[src/rtl/id_ex_reg_if.sv]
// Decode-to-execute pipeline boundary: decode-slot fields, stall/flush controls
// and the registered execute-stage fields presented downstream.
interface id_ex_reg_if #(
  parameter int DATA_WIDTH    = 32,
  parameter int RF_ADDR_WIDTH = 6,
  parameter int LD_TYPE_WIDTH = 3
);
  logic                     Decode_Valid;
  logic [DATA_WIDTH-1:0]    Decode_Pc;
  logic [DATA_WIDTH-1:0]    Decode_Rs1Data;
  logic [DATA_WIDTH-1:0]    Decode_Rs2Data;
  logic [DATA_WIDTH-1:0]    Decode_Rs3Data;
  logic [DATA_WIDTH-1:0]    Decode_Imm;
  logic [RF_ADDR_WIDTH-1:0] Decode_RdAddr;
  logic                     Decode_WbRdEn;
  logic [LD_TYPE_WIDTH-1:0] Decode_LdType;

  logic                     Hazard_StallReq;
  logic                     Ex_StallReq;
  logic                     Flush;

  logic                     IDEX_Valid;
  logic [DATA_WIDTH-1:0]    IDEX_Pc;
  logic [DATA_WIDTH-1:0]    IDEX_Rs1Data;
  logic [DATA_WIDTH-1:0]    IDEX_Rs2Data;
  logic [DATA_WIDTH-1:0]    IDEX_Rs3Data;
  logic [DATA_WIDTH-1:0]    IDEX_Imm;
  logic [RF_ADDR_WIDTH-1:0] IDEX_RdAddr;
  logic                     IDEX_WbRdEn;
  logic [LD_TYPE_WIDTH-1:0] IDEX_LdType;
  logic                     IDEX_UpstreamStall;
  logic [15:0]              IDEX_BubbleCnt;

  // Decode side of the boundary: drives the slot and controls, consumes IDEX.
  modport master (
    output Decode_Valid, Decode_Pc, Decode_Rs1Data, Decode_Rs2Data, Decode_Rs3Data,
           Decode_Imm, Decode_RdAddr, Decode_WbRdEn, Decode_LdType,
           Hazard_StallReq, Ex_StallReq, Flush,
    input  IDEX_Valid, IDEX_Pc, IDEX_Rs1Data, IDEX_Rs2Data, IDEX_Rs3Data,
           IDEX_Imm, IDEX_RdAddr, IDEX_WbRdEn, IDEX_LdType,
           IDEX_UpstreamStall, IDEX_BubbleCnt
  );

  modport slave (
    input  Decode_Valid, Decode_Pc, Decode_Rs1Data, Decode_Rs2Data, Decode_Rs3Data,
           Decode_Imm, Decode_RdAddr, Decode_WbRdEn, Decode_LdType,
           Hazard_StallReq, Ex_StallReq, Flush,
    output IDEX_Valid, IDEX_Pc, IDEX_Rs1Data, IDEX_Rs2Data, IDEX_Rs3Data,
           IDEX_Imm, IDEX_RdAddr, IDEX_WbRdEn, IDEX_LdType,
           IDEX_UpstreamStall, IDEX_BubbleCnt
  );
endinterface

[src/rtl/id_ex_reg.sv]
// ID/EX pipeline register: load, hold, bubble or flush the execute slot each
// cycle, and count hazard bubbles with a saturating 16-bit counter.
module id_ex_reg #(
  parameter int DATA_WIDTH    = 32,
  parameter int RF_ADDR_WIDTH = 6,
  parameter int LD_TYPE_WIDTH = 3
) (
  input  logic         clk,
  input  logic         rst_n,
  id_ex_reg_if.slave   bus
);

  localparam logic [LD_TYPE_WIDTH-1:0] LD_XXX = '0;

  typedef enum logic [2:0] {
    ACT_RESET,
    ACT_FLUSH,
    ACT_HOLD,
    ACT_HAZARD,
    ACT_IDLE,
    ACT_LOAD
  } action_e;

  typedef struct packed {
    logic                     valid;
    logic [DATA_WIDTH-1:0]    pc;
    logic [DATA_WIDTH-1:0]    rs1Data;
    logic [DATA_WIDTH-1:0]    rs2Data;
    logic [DATA_WIDTH-1:0]    rs3Data;
    logic [DATA_WIDTH-1:0]    imm;
    logic [RF_ADDR_WIDTH-1:0] rdAddr;
    logic                     wbRdEn;
    logic [LD_TYPE_WIDTH-1:0] ldType;
  } stage_t;

  action_e     action;
  stage_t      stageQ;
  stage_t      decodeSlot;
  stage_t      bubbleSlot;
  logic [15:0] bubbleCntQ;

  // Exactly one action per cycle, in strict priority order.
  // NOTE: every always_comb output gets a default first so no path can infer a latch.
  always_comb begin
    action = ACT_LOAD;
    if (!rst_n)                    action = ACT_RESET;
    else if (bus.Flush)            action = ACT_FLUSH;
    else if (bus.Ex_StallReq)      action = ACT_HOLD;
    else if (bus.Hazard_StallReq)  action = ACT_HAZARD;
    else if (!bus.Decode_Valid)    action = ACT_IDLE;
  end

  always_comb begin
    decodeSlot         = '0;
    decodeSlot.valid   = 1'b1;
    decodeSlot.pc      = bus.Decode_Pc;
    decodeSlot.rs1Data = bus.Decode_Rs1Data;
    decodeSlot.rs2Data = bus.Decode_Rs2Data;
    decodeSlot.rs3Data = bus.Decode_Rs3Data;
    decodeSlot.imm     = bus.Decode_Imm;
    decodeSlot.rdAddr  = bus.Decode_RdAddr;
    decodeSlot.wbRdEn  = bus.Decode_WbRdEn;
    decodeSlot.ldType  = bus.Decode_LdType;
  end

  // A killed slot carries no writeback and no load so forwarding can never match it.
  always_comb begin
    bubbleSlot        = '0;
    bubbleSlot.ldType = LD_XXX;
  end

  // NOTE: sequential state uses non-blocking assignments so every flop samples pre-edge values.
  always_ff @(posedge clk) begin
    if (!rst_n) begin
      stageQ     <= bubbleSlot;
      bubbleCntQ <= '0;
    end else begin
      unique case (action)
        ACT_LOAD: stageQ <= decodeSlot;
        ACT_HOLD: stageQ <= stageQ;
        ACT_HAZARD: begin
          stageQ <= bubbleSlot;
          if (bubbleCntQ != 16'hFFFF) bubbleCntQ <= bubbleCntQ + 16'd1;
        end
        ACT_FLUSH, ACT_IDLE, ACT_RESET: stageQ <= bubbleSlot;
        default: stageQ <= bubbleSlot;
      endcase
    end
  end

  assign bus.IDEX_Valid   = stageQ.valid;
  assign bus.IDEX_Pc      = stageQ.pc;
  assign bus.IDEX_Rs1Data = stageQ.rs1Data;
  assign bus.IDEX_Rs2Data = stageQ.rs2Data;
  assign bus.IDEX_Rs3Data = stageQ.rs3Data;
  assign bus.IDEX_Imm     = stageQ.imm;
  assign bus.IDEX_RdAddr  = stageQ.rdAddr;
  assign bus.IDEX_WbRdEn  = stageQ.wbRdEn;
  assign bus.IDEX_LdType  = stageQ.ldType;
  assign bus.IDEX_BubbleCnt = bubbleCntQ;

  // Flush redirects fetch anyway, so it suppresses the hold request; reset does not gate it.
  assign bus.IDEX_UpstreamStall = (bus.Hazard_StallReq | bus.Ex_StallReq) & ~bus.Flush;

  bubbleNeverWrites: assert property (
    @(posedge clk) disable iff (!rst_n)
      !bus.IDEX_Valid |-> (!bus.IDEX_WbRdEn && bus.IDEX_LdType == LD_XXX)
  );

endmodule

[src/flat_wrapper.sv]
// flat-port wrapper written by rule: the top's interface ports become plain ports
module id_ex_reg_flat 
#(
  parameter int DATA_WIDTH    = 32,
  parameter int RF_ADDR_WIDTH = 6,
  parameter int LD_TYPE_WIDTH = 3
)
  (clk, rst_n, bus_Decode_Valid, bus_Decode_Pc, bus_Decode_Rs1Data, bus_Decode_Rs2Data, bus_Decode_Rs3Data, bus_Decode_Imm, bus_Decode_RdAddr, bus_Decode_WbRdEn, bus_Decode_LdType, bus_Hazard_StallReq, bus_Ex_StallReq, bus_Flush, bus_IDEX_Valid, bus_IDEX_Pc, bus_IDEX_Rs1Data, bus_IDEX_Rs2Data, bus_IDEX_Rs3Data, bus_IDEX_Imm, bus_IDEX_RdAddr, bus_IDEX_WbRdEn, bus_IDEX_LdType, bus_IDEX_UpstreamStall, bus_IDEX_BubbleCnt);
  id_ex_reg_if #(.DATA_WIDTH(DATA_WIDTH), .RF_ADDR_WIDTH(RF_ADDR_WIDTH), .LD_TYPE_WIDTH(LD_TYPE_WIDTH)) bus_i ();
  input  logic clk;
  input  logic rst_n;
  input wire logic [$bits(bus_i.Decode_Valid)-1:0] bus_Decode_Valid;
  input wire logic [$bits(bus_i.Decode_Pc)-1:0] bus_Decode_Pc;
  input wire logic [$bits(bus_i.Decode_Rs1Data)-1:0] bus_Decode_Rs1Data;
  input wire logic [$bits(bus_i.Decode_Rs2Data)-1:0] bus_Decode_Rs2Data;
  input wire logic [$bits(bus_i.Decode_Rs3Data)-1:0] bus_Decode_Rs3Data;
  input wire logic [$bits(bus_i.Decode_Imm)-1:0] bus_Decode_Imm;
  input wire logic [$bits(bus_i.Decode_RdAddr)-1:0] bus_Decode_RdAddr;
  input wire logic [$bits(bus_i.Decode_WbRdEn)-1:0] bus_Decode_WbRdEn;
  input wire logic [$bits(bus_i.Decode_LdType)-1:0] bus_Decode_LdType;
  input wire logic [$bits(bus_i.Hazard_StallReq)-1:0] bus_Hazard_StallReq;
  input wire logic [$bits(bus_i.Ex_StallReq)-1:0] bus_Ex_StallReq;
  input wire logic [$bits(bus_i.Flush)-1:0] bus_Flush;
  output wire logic [$bits(bus_i.IDEX_Valid)-1:0] bus_IDEX_Valid;
  output wire logic [$bits(bus_i.IDEX_Pc)-1:0] bus_IDEX_Pc;
  output wire logic [$bits(bus_i.IDEX_Rs1Data)-1:0] bus_IDEX_Rs1Data;
  output wire logic [$bits(bus_i.IDEX_Rs2Data)-1:0] bus_IDEX_Rs2Data;
  output wire logic [$bits(bus_i.IDEX_Rs3Data)-1:0] bus_IDEX_Rs3Data;
  output wire logic [$bits(bus_i.IDEX_Imm)-1:0] bus_IDEX_Imm;
  output wire logic [$bits(bus_i.IDEX_RdAddr)-1:0] bus_IDEX_RdAddr;
  output wire logic [$bits(bus_i.IDEX_WbRdEn)-1:0] bus_IDEX_WbRdEn;
  output wire logic [$bits(bus_i.IDEX_LdType)-1:0] bus_IDEX_LdType;
  output wire logic [$bits(bus_i.IDEX_UpstreamStall)-1:0] bus_IDEX_UpstreamStall;
  output wire logic [$bits(bus_i.IDEX_BubbleCnt)-1:0] bus_IDEX_BubbleCnt;
  assign bus_i.Decode_Valid = bus_Decode_Valid;
  assign bus_i.Decode_Pc = bus_Decode_Pc;
  assign bus_i.Decode_Rs1Data = bus_Decode_Rs1Data;
  assign bus_i.Decode_Rs2Data = bus_Decode_Rs2Data;
  assign bus_i.Decode_Rs3Data = bus_Decode_Rs3Data;
  assign bus_i.Decode_Imm = bus_Decode_Imm;
  assign bus_i.Decode_RdAddr = bus_Decode_RdAddr;
  assign bus_i.Decode_WbRdEn = bus_Decode_WbRdEn;
  assign bus_i.Decode_LdType = bus_Decode_LdType;
  assign bus_i.Hazard_StallReq = bus_Hazard_StallReq;
  assign bus_i.Ex_StallReq = bus_Ex_StallReq;
  assign bus_i.Flush = bus_Flush;
  assign bus_IDEX_Valid = bus_i.IDEX_Valid;
  assign bus_IDEX_Pc = bus_i.IDEX_Pc;
  assign bus_IDEX_Rs1Data = bus_i.IDEX_Rs1Data;
  assign bus_IDEX_Rs2Data = bus_i.IDEX_Rs2Data;
  assign bus_IDEX_Rs3Data = bus_i.IDEX_Rs3Data;
  assign bus_IDEX_Imm = bus_i.IDEX_Imm;
  assign bus_IDEX_RdAddr = bus_i.IDEX_RdAddr;
  assign bus_IDEX_WbRdEn = bus_i.IDEX_WbRdEn;
  assign bus_IDEX_LdType = bus_i.IDEX_LdType;
  assign bus_IDEX_UpstreamStall = bus_i.IDEX_UpstreamStall;
  assign bus_IDEX_BubbleCnt = bus_i.IDEX_BubbleCnt;
  id_ex_reg #(.DATA_WIDTH(DATA_WIDTH), .RF_ADDR_WIDTH(RF_ADDR_WIDTH), .LD_TYPE_WIDTH(LD_TYPE_WIDTH)) u_core (.clk(clk), .rst_n(rst_n), .bus(bus_i));
endmodule
[config.mk]
export PLATFORM = sky130hd
export DESIGN_NAME = id_ex_reg_flat
export DESIGN_NICKNAME = d
export VERILOG_FILES = /design/src/rtl/id_ex_reg_if.sv /design/src/rtl/id_ex_reg.sv /design/src/flat_wrapper.sv
export SDC_FILE = /design/constraint.sdc
export NUM_CORES = 1
export LEC_CHECK = 0
export ABC_AREA = 0
export BUFFER_PORTS_ARGS = -buffer_cell sky130_fd_sc_hd__buf_2
export CAP_MARGIN = 40
export CORE_AREA = 2 2 141 143
export CTS_CLUSTER_SIZE = 24
export DETAILED_ROUTE_END_ITERATION = 6
export DIE_AREA = 0 0 143 145
export SYNTH_ARGS = -nofsm -noshare
export SYNTH_HDL_FRONTEND = slang
export SYNTH_SLANG_ARGS = --single-unit
[constraint.sdc]
create_clock -name clk -period 2.3 [get_ports clk]
set_input_delay 0.23 -clock clk [delete_from_list [all_inputs] [get_ports clk]]
set_output_delay 0.23 -clock clk [all_outputs]
set_load 0.05 [all_outputs]
==> out/results.tsv, run 1 <==
stage	metric	value	unit
yosys	ys_seq_area_share	63.32	%
sta	hold_viol_final	0	
grt	grt_max_degree	113	
clocking	clock_latency	420	ps
routing	route.detailed.drc	0	
yosys	async_flop_share	0	%
floorplan	die_w	143	microns
outcome	status	completed	
yosys	synthesis.nets	653	
critical_path	crit_required	2660	ps
placement	dp_hpwl	11940	microns
yosys	ys_seq_elements	187	
yosys	synth_area_leaders	dfxtp_1, a22o_1, buf_2	
finish	area_delta_synth_final	64.51	%
critical_path	slowest_delay	510	ps
critical_path	crit_path_start_kind	flop	
clocking	cts.clk_slew.worst_paths	70	ps
finish	drive_above_1_share	43.67	%
routing	drt_iter0_drc	205	
yosys	syn-cell-area	0.005912	sq mm
sta	slew_headroom	62.60	%
hold_path	hp-class	in2reg	
critical_path	crit_path_top_delay_cell	or4_1	
yosys	synth_top_area_share	63.32	%
sta	max_freq	541.2	MHz
job	cap_violations	0	
clocking	cts-root-buf	clkbuf_16	
pwr	peakVddDrop	0.4078	mV
clocking	numCtsBuffers	17	
sta	tightest_slew	561.0	ps
yosys	synth_ff_type	dfxtp_1	
clocking	cts.sinks	187	
sta	setup_ws	452.2	ps
grt	grt_pass1_vias	5367	
routing	drtPass1Iterations	4	
placement	io_buffer_count	363	
clocking	htree_levels	4	
critical_path	crit_fanout	7	
sta	setup_viol	0	
grt	grt_first_pass_wirelength	28060	microns
sta	drv_slew	0	
yosys	avgSynthCellArea	12.42	sq um
critical_path	path_cells	ha_1 -> nand3_1 -> or2_2 -> or4_1 -> a21oi_1	
sta	rsz0062_at_grt	false	
finish	nets	1113	
pwr	leakagePower	0.004703	uW
yosys	synth_commonest_cells	dfxtp_1, a22o_1, buf_2	
routing	wl_per_cell	15.09	microns
routing	avgViaCountPerCell	4.597	
floorplan	rows	51	
routing	vias	5576	
clocking	cts_buffer_depth	2	
floorplan	core_area	0.01921	sq mm
grt	grt_overflow_total	0	
placement	dp_slack	464.8	ps
yosys	synth_edf_count	0	
finish	insertedDiodeCount	0	
placement	placedCellCount	1073	
yosys	ys_warn_count	0	
yosys	yosys.area.top_type	dfxtp_1	
floorplan	pin_count	364	
critical_path	critPathKind	reg2reg	
grt	antenna_found_initial	1	
finish	stdcell_count	1213	
placement	place_congestion	0.8157	
sta	period_needed	1848	ps
sta	post-route-period-util	80.34	%
finish	utilization	50.64	%
yosys	synthCells	476	
yosys	yosysMostFrequentCell	dfxtp_1	
floorplan	dieArea	0.02074	sq mm
critical_path	cp.arrival	2210	ps
sta	setup_tns	0	ps
clocking	cts_setup_buffers	0	
pwr	powerDensity	701.0	mW/mm^2
sta	skew	6.992	ps
clocking	cts_resized	0	
routing	routed_wl	18310	microns
clocking	cts_tree	yes	
sta	hold_ws	19.59	ps
grt	grt_usage	16.94	%
floorplan	start_util	30.78	%
yosys	ys_types	34	
routing	ant_nets	0	
critical_path	critPathCaptureType	flop	
floorplan	die_h	145	microns
per-stage QoR:
| stage | power (uW) | cell area, sq um |
|---|---|---|
| 2_1_floorplan | 3586 | 5912 |
| 3_3_place_gp | 3810 | 8041 |
| 3_5_place_dp | 3811 | 8041 |
| 4_1_cts | 6898 | 9716 |
| 5_1_grt | 7084 | 9726 |
| 6_report | 6818 | 9726 |
worst paths after layout:
| kind | slack, ps | cells after the start | end | from |
|---|---|---|---|---|
| setup reg to reg | 450 | 5 | u_core.bus.IDEX_BubbleCnt[12] | u_core.bus.IDEX_BubbleCnt[0] |
| setup / recovery | 450 | 5 | u_core.bus.IDEX_BubbleCnt[12] | u_core.bus.IDEX_BubbleCnt[0] |
| hold reg to reg | 460 | 1 | u_core.bus.IDEX_Valid | u_core.bus.IDEX_Valid |
| hold / removal | 20 | 2 | u_core.bus.IDEX_Rs3Data[1] | bus_Decode_Rs3Data[1] |
state kept, by name, summed over array words and instances, names as in the netlist:
register,flops
u_core.bus.IDEX_Imm,32
u_core.bus.IDEX_Pc,32
u_core.bus.IDEX_Rs1Data,32
u_core.bus.IDEX_Rs2Data,32
u_core.bus.IDEX_Rs3Data,32
u_core.bus.IDEX_BubbleCnt,16
u_core.bus.IDEX_RdAddr,6
u_core.bus.IDEX_LdType,3
u_core.bus.IDEX_Valid,1
u_core.bus.IDEX_WbRdEn,1
worst max-delay path, delay by kind of cell (launching register included):
family | cells | cell delay [ps]
and+or+nand+nor | 3 | 1060
DFF | 1 | 400
adders and majority gates | 1 | 180
AOI/OAI and AO/OA | 1 | 140
layout by cell type (no fill, tap or decap), types with 2 or more instances in the layout:
cell type      instances
nand4_1                5
o21ai_0                6
clkinv_4               5
inv_1                  3
inv_8                  5
or2_2                  2
dfxtp_1              187
or3_1                  4
o31ai_1                7
dlygate4sd3_1        109
mux2i_1                2
o211ai_1               2
nor2_1                 4
buf_2                363
a21oi_1               11
or3_2                  2
or4_1                  6
nand2_1                8
nand3_1                2
buf_12                 6
buf_4                  4
clkbuf_16             17
a22o_1               170
metal layers:
| layer | vias up | global-route usage [%] | part of all wire (%) |
|---|---|---|---|
| li1 | 2768 | - | - |
| met1 | 2534 | 20.09 | 42 |
| met2 | 243 | 27.94 | 48 |
| met3 | 31 | 6.073 | 8.1 |
| met4 | 0 | 6.287 | 2.4 |
| met5 | - | 0 | 0 |
cells by family (layout without fill, tap and decap cells):
family	after synthesis	count (layout)	share of synthesized area, %
AOI/OAI and AO/OA	199	199	28.15
DFF	187	187	63.32
buffers and inverters	44	516	3.365
and+or+nand+nor	42	42	4.465
muxes	2	2	0.3386
adders and majority gates	1	1	0.2116
xor gates and xnor gates	1	1	0.1482
power by group:
group / internal, uW / switching, uW
sequential: 3270 / 19.0
clock: 1570 / 1360
combinational: 293 / 301
total: 5140 / 1680
final cells by class:
cell class / count / area (sq um)
fillers: 1723 / 9482
flip-flops and latches: 187 / 3744
repair buffers: 482 / 3058
multi-input cells: 245 / 1988
clock buffers: 18 / 439.2
well taps: 265 / 331.6
clock inverters: 13 / 153.9
inverters: 3 / 11.26
timing repair:
item | CTS | global route
hold buffers | 108 | 1
endpoints found under the hold margin | 108 | 1
setup endpoints to repair | 0 | 0
Note: power is estimated with default switching activity, not from simulation.
==> run 2, diff against run 1 <==
--- a/config.mk
+++ b/config.mk
@@ -5,13 +5,14 @@
 export SDC_FILE = /design/constraint.sdc
 export NUM_CORES = 1
 export LEC_CHECK = 0
-export ABC_AREA = 0
+export ABC_AREA = 1
 export BUFFER_PORTS_ARGS = -buffer_cell sky130_fd_sc_hd__buf_2
 export CAP_MARGIN = 40
-export CORE_AREA = 2 2 141 143
+export CORE_AREA = 2 2 140 142
 export CTS_CLUSTER_SIZE = 24
 export DETAILED_ROUTE_END_ITERATION = 6
-export DIE_AREA = 0 0 143 145
+export DIE_AREA = 0 0 142 144
+export PLACE_DENSITY = 0.68
 export SYNTH_ARGS = -nofsm -noshare
 export SYNTH_HDL_FRONTEND = slang
 export SYNTH_SLANG_ARGS = --single-unit
==> constraint.sdc (replaced) <==
create_clock -name clk -period 1.9 [get_ports clk]
set_input_delay 0.19 -clock clk [delete_from_list [all_inputs] [get_ports clk]]
set_output_delay 0.19 -clock clk [all_outputs]
set_load 0.05 [all_outputs]
==> run 2 against run 1 <==
- sequential power rose by 21%
- sequential share of layout area decreased by 4.2 points
- clock-buffer cell count is 1 lower
- via count rose by 36%
- largest power group unchanged
- highest routed layer unchanged
==> out/results.tsv, run 2 <==
stage	metric	value	unit
outcome	status	completed	
floorplan	die_w	142	microns
placement	place_congestion	0.8003	
critical_path	timing.rr.end	u_core.bus.IDEX_BubbleCnt[6]	
job	cap_violations	0	
routing	routed_wl	22990	microns
critical_path	crit_path_start_kind	flop	
critical_path	critPathCaptureType	flop	
yosys	synthesis.nets	1072	
routing	route.detailed.drc	0	
grt	grt_first_pass_wirelength	35230	microns
yosys	async_flop_share	0	%
sta	setup_viol	0	
finish	multiInputGateArea	0.002310	sq mm
yosys	ys_seq_elements	187	
floorplan	pin_count	364	
critical_path	rrSetupSlack	250	ps
clocking	htree_levels	4	
critical_path	reg2reg_depth	7	
placement	placedCellCount	1450	
sta	drv_slew	0	
clocking	cts-root-buf	clkbuf_16	
pwr	clkPwrFrac	41.6	%
sta	slew_headroom	71.30	%
critical_path	crit_required	2250	ps
placement	dp_hpwl	14460	microns
clocking	cts_resized	0	
yosys	ys_warn_count	0	
yosys	synth_ff_type	dfxtp_1	
critical_path	cp-endpoint	u_core.bus.IDEX_BubbleCnt[6]	
yosys	synth_commonest_cells	dfxtp_1, nand3_1, inv_1	
pwr	switching_share	26.67	%
grt	grt_pass1_vias	7186	
yosys	avgSynthCellArea	7.819	sq um
grt	grt_max_degree	92	
finish	stdcell_count	1614	
yosys	synth_top_area_share	53.50	%
finish	nets	1539	
floorplan	core_area	0.01908	sq mm
clocking	cts.sinks	187	
clocking	cts_buffer_depth	2	
routing	ant_nets	0	
yosys	ys_seq_area_share	53.50	%
floorplan	rows	51	
pwr	powerDensity	762.3	mW/mm^2
routing	drtPass1Iterations	7	
critical_path	rr_startpoint	u_core.bus.IDEX_BubbleCnt[0]	
sta	post-route-period-util	86.81	%
finish	layout_commonest_cell	buf_2	
floorplan	start_util	36.68	%
finish	fillers	1700	
yosys	yosysMostFrequentCell	dfxtp_1	
routing	avgViaCountPerCell	4.701	
pwr	pwr-share-comb	10.7	%
routing	wl_per_cell	14.25	microns
yosys	yosys.area.top_type	dfxtp_1	
sta	rsz0062_at_grt	false	
yosys	synth_edf_count	0	
finish	seqCellArea	0.003744	sq mm
floorplan	dieArea	0.02045	sq mm
grt	grt_overflow_total	0	
floorplan	die_h	144	microns
critical_path	critPathKind	reg2reg	
critical_path	crit_fanout	9	
grt	antenna_found_initial	1	
sta	period_needed	1649	ps
finish	drive_above_1_share	30.33	%
pwr	leakagePower	0.005662	uW
pwr	pwr-share-seq	47.7	%
sta	skew	5.835	ps
placement	io_buffer_count	363	
grt	grt_usage	21.20	%
clocking	cts.clk_slew.worst_paths	70	ps
finish	final_cell_mix	buf_2, dfxtp_1, inv_1, nand3_1, dlygate4sd3_1	
yosys	ys_types	23	
sta	hold_viol_final	0	
clocking	numCtsBuffers	17	
critical_path	crit_path_start	u_core.bus.IDEX_BubbleCnt[0]	
yosys	synth_area_leaders	dfxtp_1, nand3_1, inv_1	
routing	drt_iter0_drc	391	
sta	max_freq	606.3	MHz
pwr	p_int	6108	uW
sta	setup_tns	0	ps
critical_path	cp.arrival	2000	ps
clocking	cts-hold-fix-buffers	131	
yosys	synthCells	895	
clocking	cts_tree	yes	
yosys	syn-cell-area	0.006998	sq mm
pwr	p_total	8329	uW
routing	vias	7588	
hold_path	hp-class	in2reg	
sta	tightest_slew	430.5	ps
pwr	p_sw	2221	uW
clocking	clock_latency	420	ps
finish	area_delta_synth_final	56.14	%
clocking	cts_setup_buffers	0	
pwr	peakVddDrop	0.5524	mV
==> run 2: cell count changes in the layout (fill, tap and decap cells not counted), moves of 20 or more <==
cell / before / now
nand3_1: 2 / 185
inv_1: 3 / 185
a22o_1: 170 / 0
o21ai_1: 0 / 101
o21ai_0: 6 / 72
nand2_1: 8 / 51
dlygate4sd3_1: 109 / 131
nor2_1: 4 / 24
==> run 2: routing by layer <==
metal	part of all wire (%)	GRT usage, %
met5	0	0
met4	2.8	8.579
met3	7.4	6.457
met2	50	36.71
met1	40	24.50
==> run 2: cells by family after synthesis <==
family | after synthesis | share of synthesized area, %
AND/OR/NAND/NOR | 269 | 18.36
buffers and inverters | 245 | 13.84
flip-flops | 187 | 53.50
XOR/XNOR | 5 | 0.6259
adder cells (fa/ha/maj) | 1 | 0.1788
AO/OA/AOI/OAI | 188 | 13.50
==> run 2: cell type report <==
cell class	instances	share of cell area (%)
antenna	1	0.02290
clock inverter	15	1.408
clock buffer	17	3.893
tap	238	2.725
sequential	187	34.26
multi-input combinational	463	21.14
inverter	188	6.481
timing repair buffer	505	30.07
==> run 2: critical path: stages, from the launching register on <==
cell     delay (ps)
dfxtp_1         380
ha_1            280
inv_1            60
nor2_1          110
nand2_1         110
o21ai_2         380
nand2_1         100
a21oi_1         160
==> run 2: how the worst min path moves through the flow <==
stage / startpoint / endpoint / slack (ps) / cells after the start
after floorplan: bus_Decode_RdAddr[2] / u_core.bus.IDEX_RdAddr[2] / 330 / 2
after global placement: bus_Decode_Imm[26] / u_core.bus.IDEX_Imm[26] / 430 / 3
after detailed placement: bus_Decode_Rs2Data[4] / u_core.bus.IDEX_Rs2Data[4] / 440 / 3
after CTS: bus_Decode_Rs3Data[18] / u_core.bus.IDEX_Rs3Data[18] / 0.1 / 3
after global routing: bus_Decode_Imm[20] / u_core.bus.IDEX_Imm[20] / 5 / 3
final: bus_Decode_Imm[20] / u_core.bus.IDEX_Imm[20] / 10 / 3
==> run 2: through the flow <==
step	worst slack (ps)	cell area [sq um]	utilization (%)	hold slack [ps]
after global placement	357.6	9034	47.35	428.6
after global routing	25.30	10930	57.27	5.394
after floorplan	21.35	6998	-	326.9
final	250.6	10930	57.27	11.62
after detailed placement	292.1	9034	47.35	435.7
after CTS	247.3	10920	57.26	0.09856
==> run 2: power groups by stage <==
stage          sequential, uW  combinational, uW  clock, uW
2_1_floorplan            4200                238          0
4_1_cts                  3970                873       3560
6_report                 3970                891       3470
3_5_place_dp             4060                657          0
3_3_place_gp             4060                656          0
5_1_grt                  3980                955       3720
